## config.mk

```make
export PLATFORM = sky130hd
export DESIGN_NAME = mem_arbiter
export DESIGN_NICKNAME = d
export VERILOG_FILES = /design/src/rtl/mem_arbiter_pkg.sv /design/src/rtl/mem_arb_slot.sv /design/src/rtl/mem_arbiter.sv
export SDC_FILE = /design/constraint.sdc
export NUM_CORES = 1
export LEC_CHECK = 0
export BUFFER_PORTS_ARGS = -buffer_cell sky130_fd_sc_hd__buf_2
export CORE_ASPECT_RATIO = 0.7
export CORE_UTILIZATION = 32
export DETAILED_ROUTE_END_ITERATION = 8
export GPL_TIMING_DRIVEN = 0
export PLACE_DENSITY = 0.53
export SETUP_SLACK_MARGIN = 0.02
export SLEW_MARGIN = 15
export SYNTH_ARGS = -nofsm -noshare
export SYNTH_HDL_FRONTEND = slang
export SYNTH_HIERARCHICAL = 1
export SYNTH_SLANG_ARGS = --single-unit
export TNS_END_PERCENT = 1
```

## constraint.sdc

```tcl
create_clock -name clk_in -period 3.4 [get_ports clk_in]
set_input_delay 0.68 -clock clk_in [delete_from_list [all_inputs] [get_ports clk_in]]
set_output_delay 0.68 -clock clk_in [all_outputs]
set_load 0.005 [all_outputs]
```

## src/rtl/mem_arbiter_pkg.sv

```systemverilog
// Shared constants for the memory-port arbiter: request direction, FSM encoding, IO address tag.
package mem_arbiter_pkg;

    localparam logic RW_READ  = 1'b1;
    localparam logic RW_WRITE = 1'b0;

    localparam logic [1:0] ST_IDLE    = 2'd0;
    localparam logic [1:0] ST_BUSY    = 2'd1;
    localparam logic [1:0] ST_DISCARD = 2'd2;

    localparam logic [1:0] IO_ADDR_TAG = 2'b11;
    localparam logic [2:0] WORD_BYTES  = 3'd4;

    // Stores into the UART window must wait while the transmitter is full.
    function automatic logic is_io_store(input logic rw, input logic [1:0] tag,
                                         input logic [1:0] io_tag);
        return (rw == RW_WRITE) && (tag == io_tag);
    endfunction

endpackage

```

## src/rtl/mem_arb_slot.sv

```systemverilog
// One pending-request register. A clear (grant or flush) beats a load in the same cycle;
// the top only asserts both when the incoming request is the one being consumed.
module mem_arb_slot #(
    parameter int PAY_W = 32
) (
    input  logic             clk_in,
    input  logic             rst_n_in,
    input  logic             rdy_in,
    input  logic             load,
    input  logic             clr,
    input  logic [PAY_W-1:0] d,
    output logic             vld,
    output logic [PAY_W-1:0] q
);

    always_ff @(posedge clk_in or negedge rst_n_in) begin
        if (!rst_n_in) begin
            vld <= 1'b0;
            q   <= '0;
        end else if (rdy_in) begin
            if (clr) begin
                vld <= 1'b0;
            end else if (load) begin
                vld <= 1'b1;
                q   <= d;
            end
        end
    end

endmodule

```

## src/rtl/mem_arbiter.sv

```systemverilog
// Arbitrates the single memory-controller port between the instruction fetcher and the LSU.
// Request pulses land in pending slots; one downstream operation is outstanding at a time.
module mem_arbiter #(
    parameter int         ADDR_W       = 32,
    parameter int         DATA_W       = 32,
    parameter int         STARVE_LIMIT = 4,
    parameter logic [1:0] IO_ADDR_TAG  = mem_arbiter_pkg::IO_ADDR_TAG
) (
    input  logic              clk_in,
    input  logic              rst_n_in,
    input  logic              rdy_in,
    input  logic              fetch_en_in,
    input  logic [ADDR_W-1:0] fetch_pc_in,
    input  logic              drop_in,
    output logic              fetch_done_out,
    output logic [DATA_W-1:0] fetch_inst_out,
    input  logic              ls_en_in,
    input  logic              ls_rw_in,
    input  logic [ADDR_W-1:0] ls_addr_in,
    input  logic [DATA_W-1:0] ls_wdata_in,
    input  logic [2:0]        ls_size_in,
    output logic              ls_done_out,
    output logic [DATA_W-1:0] ls_rdata_out,
    input  logic              uart_full_in,
    output logic              mc_req_out,
    output logic              mc_rw_out,
    output logic [ADDR_W-1:0] mc_addr_out,
    output logic [DATA_W-1:0] mc_wdata_out,
    output logic [2:0]        mc_size_out,
    input  logic              mc_done_in,
    input  logic [DATA_W-1:0] mc_rdata_in
);
    import mem_arbiter_pkg::*;

    localparam int         LS_W       = 1 + 3 + DATA_W + ADDR_W;
    localparam logic [3:0] STARVE_MAX = 4'(STARVE_LIMIT);

    logic [1:0] state;
    logic [3:0] starve_cnt;
    logic       inflight_fetch;
    logic       inflight_rw;

    logic              f_vld, f_load, f_clr, f_pend;
    logic [ADDR_W-1:0] f_q, f_eff_pc;

    logic              l_vld, l_load, l_clr, l_pend, l_ok, l_q_rw;
    logic [LS_W-1:0]   l_din, l_q, l_eff;
    logic              l_rw;
    logic [2:0]        l_size;
    logic [DATA_W-1:0] l_data;
    logic [ADDR_W-1:0] l_addr;

    logic idle, grant_f, grant_l, kill_resp;

    // Effective request = this cycle's pulse if present, else the stored slot.
    // A flush removes fetches and loads from both sources but leaves stores alone.
    assign f_load   = fetch_en_in && !drop_in;
    assign f_pend   = f_load || (f_vld && !drop_in);
    assign f_eff_pc = f_load ? fetch_pc_in : f_q;
    assign f_clr    = grant_f || drop_in;

    assign l_din  = {ls_rw_in, ls_size_in, ls_wdata_in, ls_addr_in};
    assign l_q_rw = l_q[LS_W-1];
    assign l_load = ls_en_in && !(drop_in && ls_rw_in == RW_READ);
    assign l_eff  = l_load ? l_din : l_q;
    assign {l_rw, l_size, l_data, l_addr} = l_eff;
    assign l_pend = l_load || (l_vld && !(drop_in && l_q_rw == RW_READ));
    assign l_clr  = grant_l || (drop_in && l_q_rw == RW_READ && !l_load);

    assign l_ok = l_pend && !(uart_full_in && is_io_store(l_rw, l_addr[17:16], IO_ADDR_TAG));

    assign idle    = (state == ST_IDLE);
    assign grant_f = idle && f_pend && (!l_ok || starve_cnt == STARVE_MAX);
    assign grant_l = idle && l_ok && !grant_f;

    // Reads in flight are abandoned on a flush; stores always complete and respond.
    assign kill_resp = inflight_fetch || inflight_rw == RW_READ;

    mem_arb_slot #(.PAY_W(ADDR_W)) u_fetch_slot (
        .clk_in   (clk_in),
        .rst_n_in (rst_n_in),
        .rdy_in   (rdy_in),
        .load     (f_load),
        .clr      (f_clr),
        .d        (fetch_pc_in),
        .vld      (f_vld),
        .q        (f_q)
    );

    mem_arb_slot #(.PAY_W(LS_W)) u_ls_slot (
        .clk_in   (clk_in),
        .rst_n_in (rst_n_in),
        .rdy_in   (rdy_in),
        .load     (l_load),
        .clr      (l_clr),
        .d        (l_din),
        .vld      (l_vld),
        .q        (l_q)
    );

    always_ff @(posedge clk_in or negedge rst_n_in) begin
        if (!rst_n_in) begin
            state          <= ST_IDLE;
            starve_cnt     <= '0;
            inflight_fetch <= 1'b0;
            inflight_rw    <= RW_READ;
            mc_req_out     <= 1'b0;
            mc_rw_out      <= RW_READ;
            mc_addr_out    <= '0;
            mc_wdata_out   <= '0;
            mc_size_out    <= '0;
            fetch_done_out <= 1'b0;
            fetch_inst_out <= '0;
            ls_done_out    <= 1'b0;
            ls_rdata_out   <= '0;
        end else if (rdy_in) begin
            mc_req_out     <= 1'b0;
            fetch_done_out <= 1'b0;
            ls_done_out    <= 1'b0;
            case (state)
                ST_IDLE: begin
                    if (grant_f || grant_l) begin
                        state          <= ST_BUSY;
                        mc_req_out     <= 1'b1;
                        inflight_fetch <= grant_f;
                        inflight_rw    <= grant_f ? RW_READ : l_rw;
                        mc_rw_out      <= grant_f ? RW_READ : l_rw;
                        mc_addr_out    <= grant_f ? f_eff_pc : l_addr;
                        mc_wdata_out   <= grant_f ? '0 : l_data;
                        mc_size_out    <= grant_f ? WORD_BYTES : l_size;
                    end
                    if (grant_f)
                        starve_cnt <= '0;
                    else if (grant_l && f_pend)
                        starve_cnt <= starve_cnt + 4'd1;
                end
                ST_BUSY: begin
                    if (mc_done_in) begin
                        state <= ST_IDLE;
                        if (!kill_resp) begin
                            ls_done_out  <= 1'b1;
                            ls_rdata_out <= '0;
                        end else if (!drop_in) begin
                            if (inflight_fetch) begin
                                fetch_done_out <= 1'b1;
                                fetch_inst_out <= mc_rdata_in;
                            end else begin
                                ls_done_out  <= 1'b1;
                                ls_rdata_out <= mc_rdata_in;
                            end
                        end
                    end else if (drop_in && kill_resp) begin
                        state <= ST_DISCARD;
                    end
                end
                ST_DISCARD: begin
                    if (mc_done_in)
                        state <= ST_IDLE;
                end
                default: state <= ST_IDLE;
            endcase
        end
    end

endmodule
```

Word-level counts from Yosys, hierarchy flattened

Cells that the tools add are included.

Register bits after elaboration: 244
Word-level logic and storage cells: 105
Output and inout bits: 135

Mux-type cells: 32
$add $sub $neg: 1
Reductions and logical operators: 43
Equality and inequality tests: 9
Bitwise gates (word level): 4

Operators with widths:

| operator                                                        | count |
|---|---|
| 32-bit two-way mux                                              | 6 |
| 68-bit two-way mux                                              | 1 |
| 1-bit two-way mux                                               | 17 |
| 1-bit logical AND                                               | 16 |
| 2-bit two-way mux                                               | 4 |
| 4-bit two-way mux                                               | 2 |
| 2-bit AND reduction                                             | 4 |
| 1-bit logical NOT                                               | 7 |
| 1-bit logical OR                                                | 7 |
| 2-bit != test, second input constant                            | 3 |
| 2-bit case mux with 3 select lines                              | 1 |
| 3-bit AND reduction                                             | 2 |
| 6-bit AND reduction                                             | 1 |
| 2-bit nonzero test                                              | 3 |
| 5-bit AND reduction                                             | 1 |
| 4-bit by 1-bit adder with 4-bit output, second input constant   | 1 |
| 2-bit == test, second input constant                            | 2 |
| 4-bit by 3-bit == test with 1-bit output, second input constant | 1 |
| 1-bit inverter                                                  | 4 |
| 4-bit AND reduction                                             | 1 |
| 3-bit two-way mux                                               | 1 |
| 3-bit != test, second input constant                            | 1 |
| 2-bit by 1-bit == test with 1-bit output, second input constant | 1 |
| 2-bit logical NOT                                               | 1 |
| 2-bit by 1-bit != test with 1-bit output, second input constant | 1 |

Depth between registers and ports, before layout

Depth in word-level cells: 17
Mapped depth: 12
Mapped depth without buffers: 9

Hierarchy

Netlist, hierarchy kept.

Modules (own cells, without submodules):

| module                      | times used | cells each | area an instance (um^2) |
|---|---|---|---|
| mem_arbiter                 | 1          | 654        | 7170.6 |
| mem_arb_slot (u_ls_slot)    | 1          | 147        | 2651.3 |
| mem_arb_slot (u_fetch_slot) | 1          | 71         | 1362.6 |

Least setup slack after synthesis

No wires, ideal clock.

Path kind: in2reg
Start point: input ls_en_in
End point: register u_ls_slot.q[42]
Path slack: 0.319 ns
Stages on the path: 11
Setup time: 0.125 ns
Arrival time: 2.956 ns
Cells stage by stage: a21boi_1 > buf_4 > mux2_4 > a21oi_4 > nor2_4 > buf_6 > o41ai_1 > nand3b_4 > buf_6 > buf_6 > mux2_4

Word-level cells in the longest chain between the ends: 15
Elaborated cells on any way between the ends: 20
Those cells by class: eq/ne (1); mux (1); bitwise (2); reduce/logical (16)

Ends and longest elaborated chain:

| item                                                   | RTL line              | source |
|---|---|---|
| start, declared                                        | mem_arbiter.sv:17     | `input logic ls_en_in,` |
| 1-bit logical AND (*)                                  | mem_arbiter.sv:64     | `assign l_load = ls_en_in && !(drop_in && ls_rw_in == RW_READ);` |
| 68-bit two-way mux                                     | n/a                   |  |
| 2-bit == test / 1-bit inverter (equally long branches) | mem_arbiter_pkg.sv:17 | `return (rw == RW_WRITE) && (tag == io_tag);` |
| 1-bit logical AND                                      | mem_arbiter_pkg.sv:17 |  |
| 1-bit logical AND                                      | mem_arbiter.sv:70     | `assign l_ok = l_pend && !(uart_full_in && is_io_store(l_rw, l_addr[17:16], IO_ADDR_TAG));` |
| 1-bit logical NOT                                      | mem_arbiter.sv:70     |  |
| 1-bit logical AND                                      | mem_arbiter.sv:70     |  |
| 1-bit logical NOT                                      | mem_arbiter.sv:73     | `assign grant_f = idle && f_pend && (!l_ok \|\| starve_cnt == STARVE_MAX);` |
| 1-bit logical OR                                       | mem_arbiter.sv:73     |  |
| 1-bit logical AND                                      | mem_arbiter.sv:73     |  |
| 1-bit logical NOT                                      | mem_arbiter.sv:74     | `assign grant_l = idle && l_ok && !grant_f;` |
| 1-bit logical AND                                      | mem_arbiter.sv:74     |  |
| 1-bit logical OR (*)                                   | mem_arbiter.sv:68     | `assign l_clr = grant_l \|\| (drop_in && l_q_rw == RW_READ && !l_load);` |
| via l_clr                                              | mem_arbiter.sv:46     | `logic l_vld, l_load, l_clr, l_pend, l_ok, l_q_rw;` |
| 1-bit inverter (no source line) (*)                    | n/a                   |  |
| 2-bit AND reduction (no source line) (*)               | n/a                   |  |
| end signal, assigned                                   | mem_arb_slot.sv:19    | `q <= '0;` |
| end signal, assigned                                   | mem_arb_slot.sv:25    | `q <= d;` |
| end, declared                                          | mem_arb_slot.sv:13    | `output logic [PAY_W-1:0] q` |

Mark *: on every way through the listed nets, which the timed path passes. The rest lies on a longest branch.
A chain may end at the register's enable or synchronous reset.

Final worst setup path

Start point: input drop_in
End point: register u_ls_slot.q[56]

Word-level cells in the longest chain between the ends: 17
Elaborated cells on any way between the ends: 30
Those cells by class: eq/ne (1); mux (1); bitwise (2); reduce/logical (26)

Ends and longest elaborated chain:

| item                                                   | RTL line              | source |
|---|---|---|
| start, declared                                        | mem_arbiter.sv:14     | `input logic drop_in,` |
| 1-bit logical AND                                      | mem_arbiter.sv:64     |  |
| 1-bit logical NOT                                      | mem_arbiter.sv:64     |  |
| 1-bit logical AND                                      | mem_arbiter.sv:64     |  |
| 68-bit two-way mux                                     | n/a                   |  |
| 2-bit == test / 1-bit inverter (equally long branches) | mem_arbiter_pkg.sv:17 |  |
| 1-bit logical AND                                      | mem_arbiter_pkg.sv:17 |  |
| 1-bit logical AND                                      | mem_arbiter.sv:70     |  |
| 1-bit logical NOT                                      | mem_arbiter.sv:70     |  |
| [2 not listed]                                         | n/a                   |  |
| 1-bit logical OR                                       | mem_arbiter.sv:73     |  |
| 1-bit logical AND                                      | mem_arbiter.sv:73     |  |
| 1-bit logical NOT                                      | mem_arbiter.sv:74     |  |
| 1-bit logical AND                                      | mem_arbiter.sv:74     |  |
| 1-bit logical OR (*)                                   | mem_arbiter.sv:68     |  |
| via l_clr                                              | mem_arbiter.sv:46     |  |
| 1-bit inverter (no source line) (*)                    | n/a                   |  |
| 2-bit AND reduction (no source line) (*)               | n/a                   |  |

Marked as above.

==> results.sh <==
export IMPL_swShare_pct=31.1
export IMPL_synthAdderAreaFrac_pct=0.224
export IMPL_place_area_um2=13200
export IMPL_worstSetupPathType="input port to flip-flop"
export IMPL_rsz0062_at_grt="false"
export IMPL_clock_sinks=244
export IMPL_portBuffers=274
export IMPL_synthSimpleGateAreaFrac_pct=6.22
export IMPL_rows=56
export IMPL_rr_startpoint="starve_cnt[0]"
export IMPL_drt_pass1_iter_count=4
export IMPL_cts_buffers=26
export IMPL_die_y_um=158
export IMPL_synth_nets=1014
export IMPL_fin_ws_ps=299
export IMPL_clock_path_buffers=3
export IMPL_grt_max_degree=93
export IMPL_cts_setup_buffers=0
export IMPL_fin_tns_setup_ps=0
export IMPL_p_seq_share_pct=40.5
export IMPL_max_slew_margin_pct=37.4
export IMPL_period_needed_ps=3100
export IMPL_grt_pass1_vias=7784
export IMPL_pre_cts_ws_ps=-297
export IMPL_async_flop_share_pct=100
export IMPL_hold_path_class="input port to asynchronous set/reset pin"
export IMPL_hold_viol=0
export IMPL_rrSetupSlack_ps=410
export IMPL_p_int_mw=7.98
export IMPL_start_util_pct=33.0
export IMPL_worst_slew_pin_slew_ps=939
export IMPL_clock_latency_ps=540
export IMPL_clock_skew_ps=10.5
export IMPL_yosysWarningCount=6
export IMPL_nets=1318
export IMPL_worstSetupEndpointType="flip-flop"
export IMPL_netlist_area_um2=11200
export IMPL_cp_required_ps=3820
export IMPL_grt_first_pass_wirelength_um=46500
export IMPL_max_freq_mhz=322
export IMPL_io_pins=275
export IMPL_synth_cell_types=38
export IMPL_worstRegToRegCells=12
export IMPL_syn_inst=872
export IMPL_layout_commonest_cell="buf_2"
export IMPL_synth_xor_area_share_pct=0
export IMPL_worstSetupStartpointType="input port"
export IMPL_power_share_clock_pct=27.0
export IMPL_path_max_fanout=10
export IMPL_synthTopCellsByArea="dfrtp_1, mux2_4, mux2i_1, mux2_2, nand2_1"
export IMPL_drv_cap=0
export IMPL_antenna_found_initial=7
export IMPL_placeableCoreArea_um2=33900
export IMPL_postLayoutCellArea_um2=14200
export IMPL_gp_congestion=0.759
export IMPL_yosys_register_bits=244
export IMPL_cts_tree="yes"
export IMPL_synth_top_flop_cell="dfrtp_1"
export IMPL_rr_endpoint="u_ls_slot/q[56]"
export IMPL_clkTransAtPathRegs_ps=60
export IMPL_fin_crit_sh_pct=91.2
export IMPL_syn_to_final_growth_pct=26.7
export IMPL_synth_edf_count=0
export IMPL_final_cell_mix="buf_2, dfrtp_1, nand2_1, mux2i_1, mux2_2"
export IMPL_drt_vias_per_instance=4.62
export IMPL_die_area_um2=35700
export IMPL_vias=7708
export IMPL_p_leak_nw=7.08
export IMPL_yosysSeqAreaShare_pct=54.6
export IMPL_drv_slew=0
export IMPL_postCtsResizedCells=0
export IMPL_crit_start="drop_in"
export IMPL_cts_hold_fix_buffers=0
export IMPL_routed_wl_um=30500
export IMPL_setup_worst_path_end="u_ls_slot/q[56]"
export IMPL_dieWidth_um=225
export IMPL_routedWlPerCell_um=18.3
export IMPL_antenna_left=0
export IMPL_cts_root_buf="clkbuf_16"
export IMPL_status="finished, final reports clean"
export IMPL_grt_use_total_pct=17.0
export IMPL_cts_max_level=1
export IMPL_synth_avg_cell_area_um2=12.8
export IMPL_setup_viol=0
export IMPL_post_dp_hpwl_um=21700
export IMPL_critical_path_arrival_ps=3520
export IMPL_synth_top_cell_area_share_pct=54.4
export IMPL_pwr_share_comb_pct=32.5
export IMPL_power_total_mw=11.6
export IMPL_first_iter_violations=398
export IMPL_drive_gt1_share_pct=44.1
export IMPL_power_switching_mw=3.60
export IMPL_synth_top_family_by_area="multiplexers"
export IMPL_synth_area_mux_share_pct=28.0
export IMPL_powerDensity_nw_per_um2=818
export IMPL_synth_compound_gate_area_share_pct=7.52
export IMPL_yosys_area_top_type="dfrtp_1"
export IMPL_peakVddDrop_v=0.000351
export IMPL_drc=0
export IMPL_overflow=0
-- flip-flops by register name, indices dropped and copies added (netlist names), 2 cells and up --
| name | cells |
|---|---|
| u_ls_slot/q | 68 |
| fetch_inst_out | 32 |
| ls_rdata_out | 32 |
| mc_addr_out | 32 |
| mc_wdata_out | 32 |
| u_fetch_slot/q | 32 |
| starve_cnt | 4 |
| mc_size_out | 3 |
| state | 2 |
-- per-layer routing --
layer  vias up  track usage, %  wire length [um]
met5         -               0                18
met2       201            25.5             13200
met1      3766            23.8             14400
li1       3705               -                 -
met4         4            3.63               499
met3        32            5.52              2450
-- logic make-up after synthesis --
kind of cell    count (synthesis)
mux                           262
flops                         244
simple gates                  164
compound gates                135
buf+inv                        65
fa+ha+maj                       2
-- power groups by stage --
stage	clock network (mW)	logic, mW	registers, mW
detailed placement	0	3.84	4.74
global route	3.34	4.21	4.85
global placement	0	3.76	4.71
floorplan	0	2.34	4.71
CTS	3.23	3.85	4.70
finish	3.13	3.76	4.70
-- synthesized netlist by cell type (2+ instances only) --
cell type,count
mux2i_1,98
o31ai_1,36
o21ai_0,46
nand2_1,140
buf_6,14
o21ai_1,30
mux2_4,80
nor2_1,3
inv_1,6
mux2_2,84
buf_4,6
a211oi_1,2
ha_1,2
nand3b_1,2
a21o_1,6
nand3b_4,2
a21oi_1,6
buf_2,13
nor2b_1,5
clkbuf_1,25
nor3_1,2
dfrtp_1,243
nand3_1,6
-- worst max-delay path, cell delays in order --
cell and delay [ps]:
buf_2 150, a21boi_1 130, buf_4 220, mux2_4 340
a21oi_4 260, nor2_4 130, buf_6 190, o41ai_1 400
nand3b_4 260, buf_6 210, buf_6 210, mux2_4 320
-- worst min-delay path by stage --
stage	to	slack (ps)	cells past startpoint
finish	u_ls_slot/q[43]	80	1
global route	u_ls_slot/q[43]	110	1
CTS	mc_wdata_out[8]	90	1
detailed placement	mc_wdata_out[0]	460	2
global placement	mc_wdata_out[25]	460	2
floorplan	fetch_done_out	380	0
-- cell type report --
type	count	area [um^2]
timing repair buffer	276	1440
sequential	244	6110
tap	464	581
fill	3301	19700
buffer	59	365
antenna	7	17.5
clock inverter	12	173
inverter	6	22.5
multi-input combinational	563	4690
clock buffer	36	779
-- metrics by stage --
| stage | utilization, % | hold WS (ps) | cells |
|---|---|---|---|
| finish | 41.8 | 75.1 | 1667 |
| floorplan | - | 384 | 872 |
| detailed placement | 38.9 | 463 | 1612 |
| CTS | 41.7 | 88.4 | 1660 |
| global route | 41.8 | 108 | 1662 |
| global placement | 38.7 | 457 | 1610 |
No activity file was read; power rests on OpenSTA's default activity.
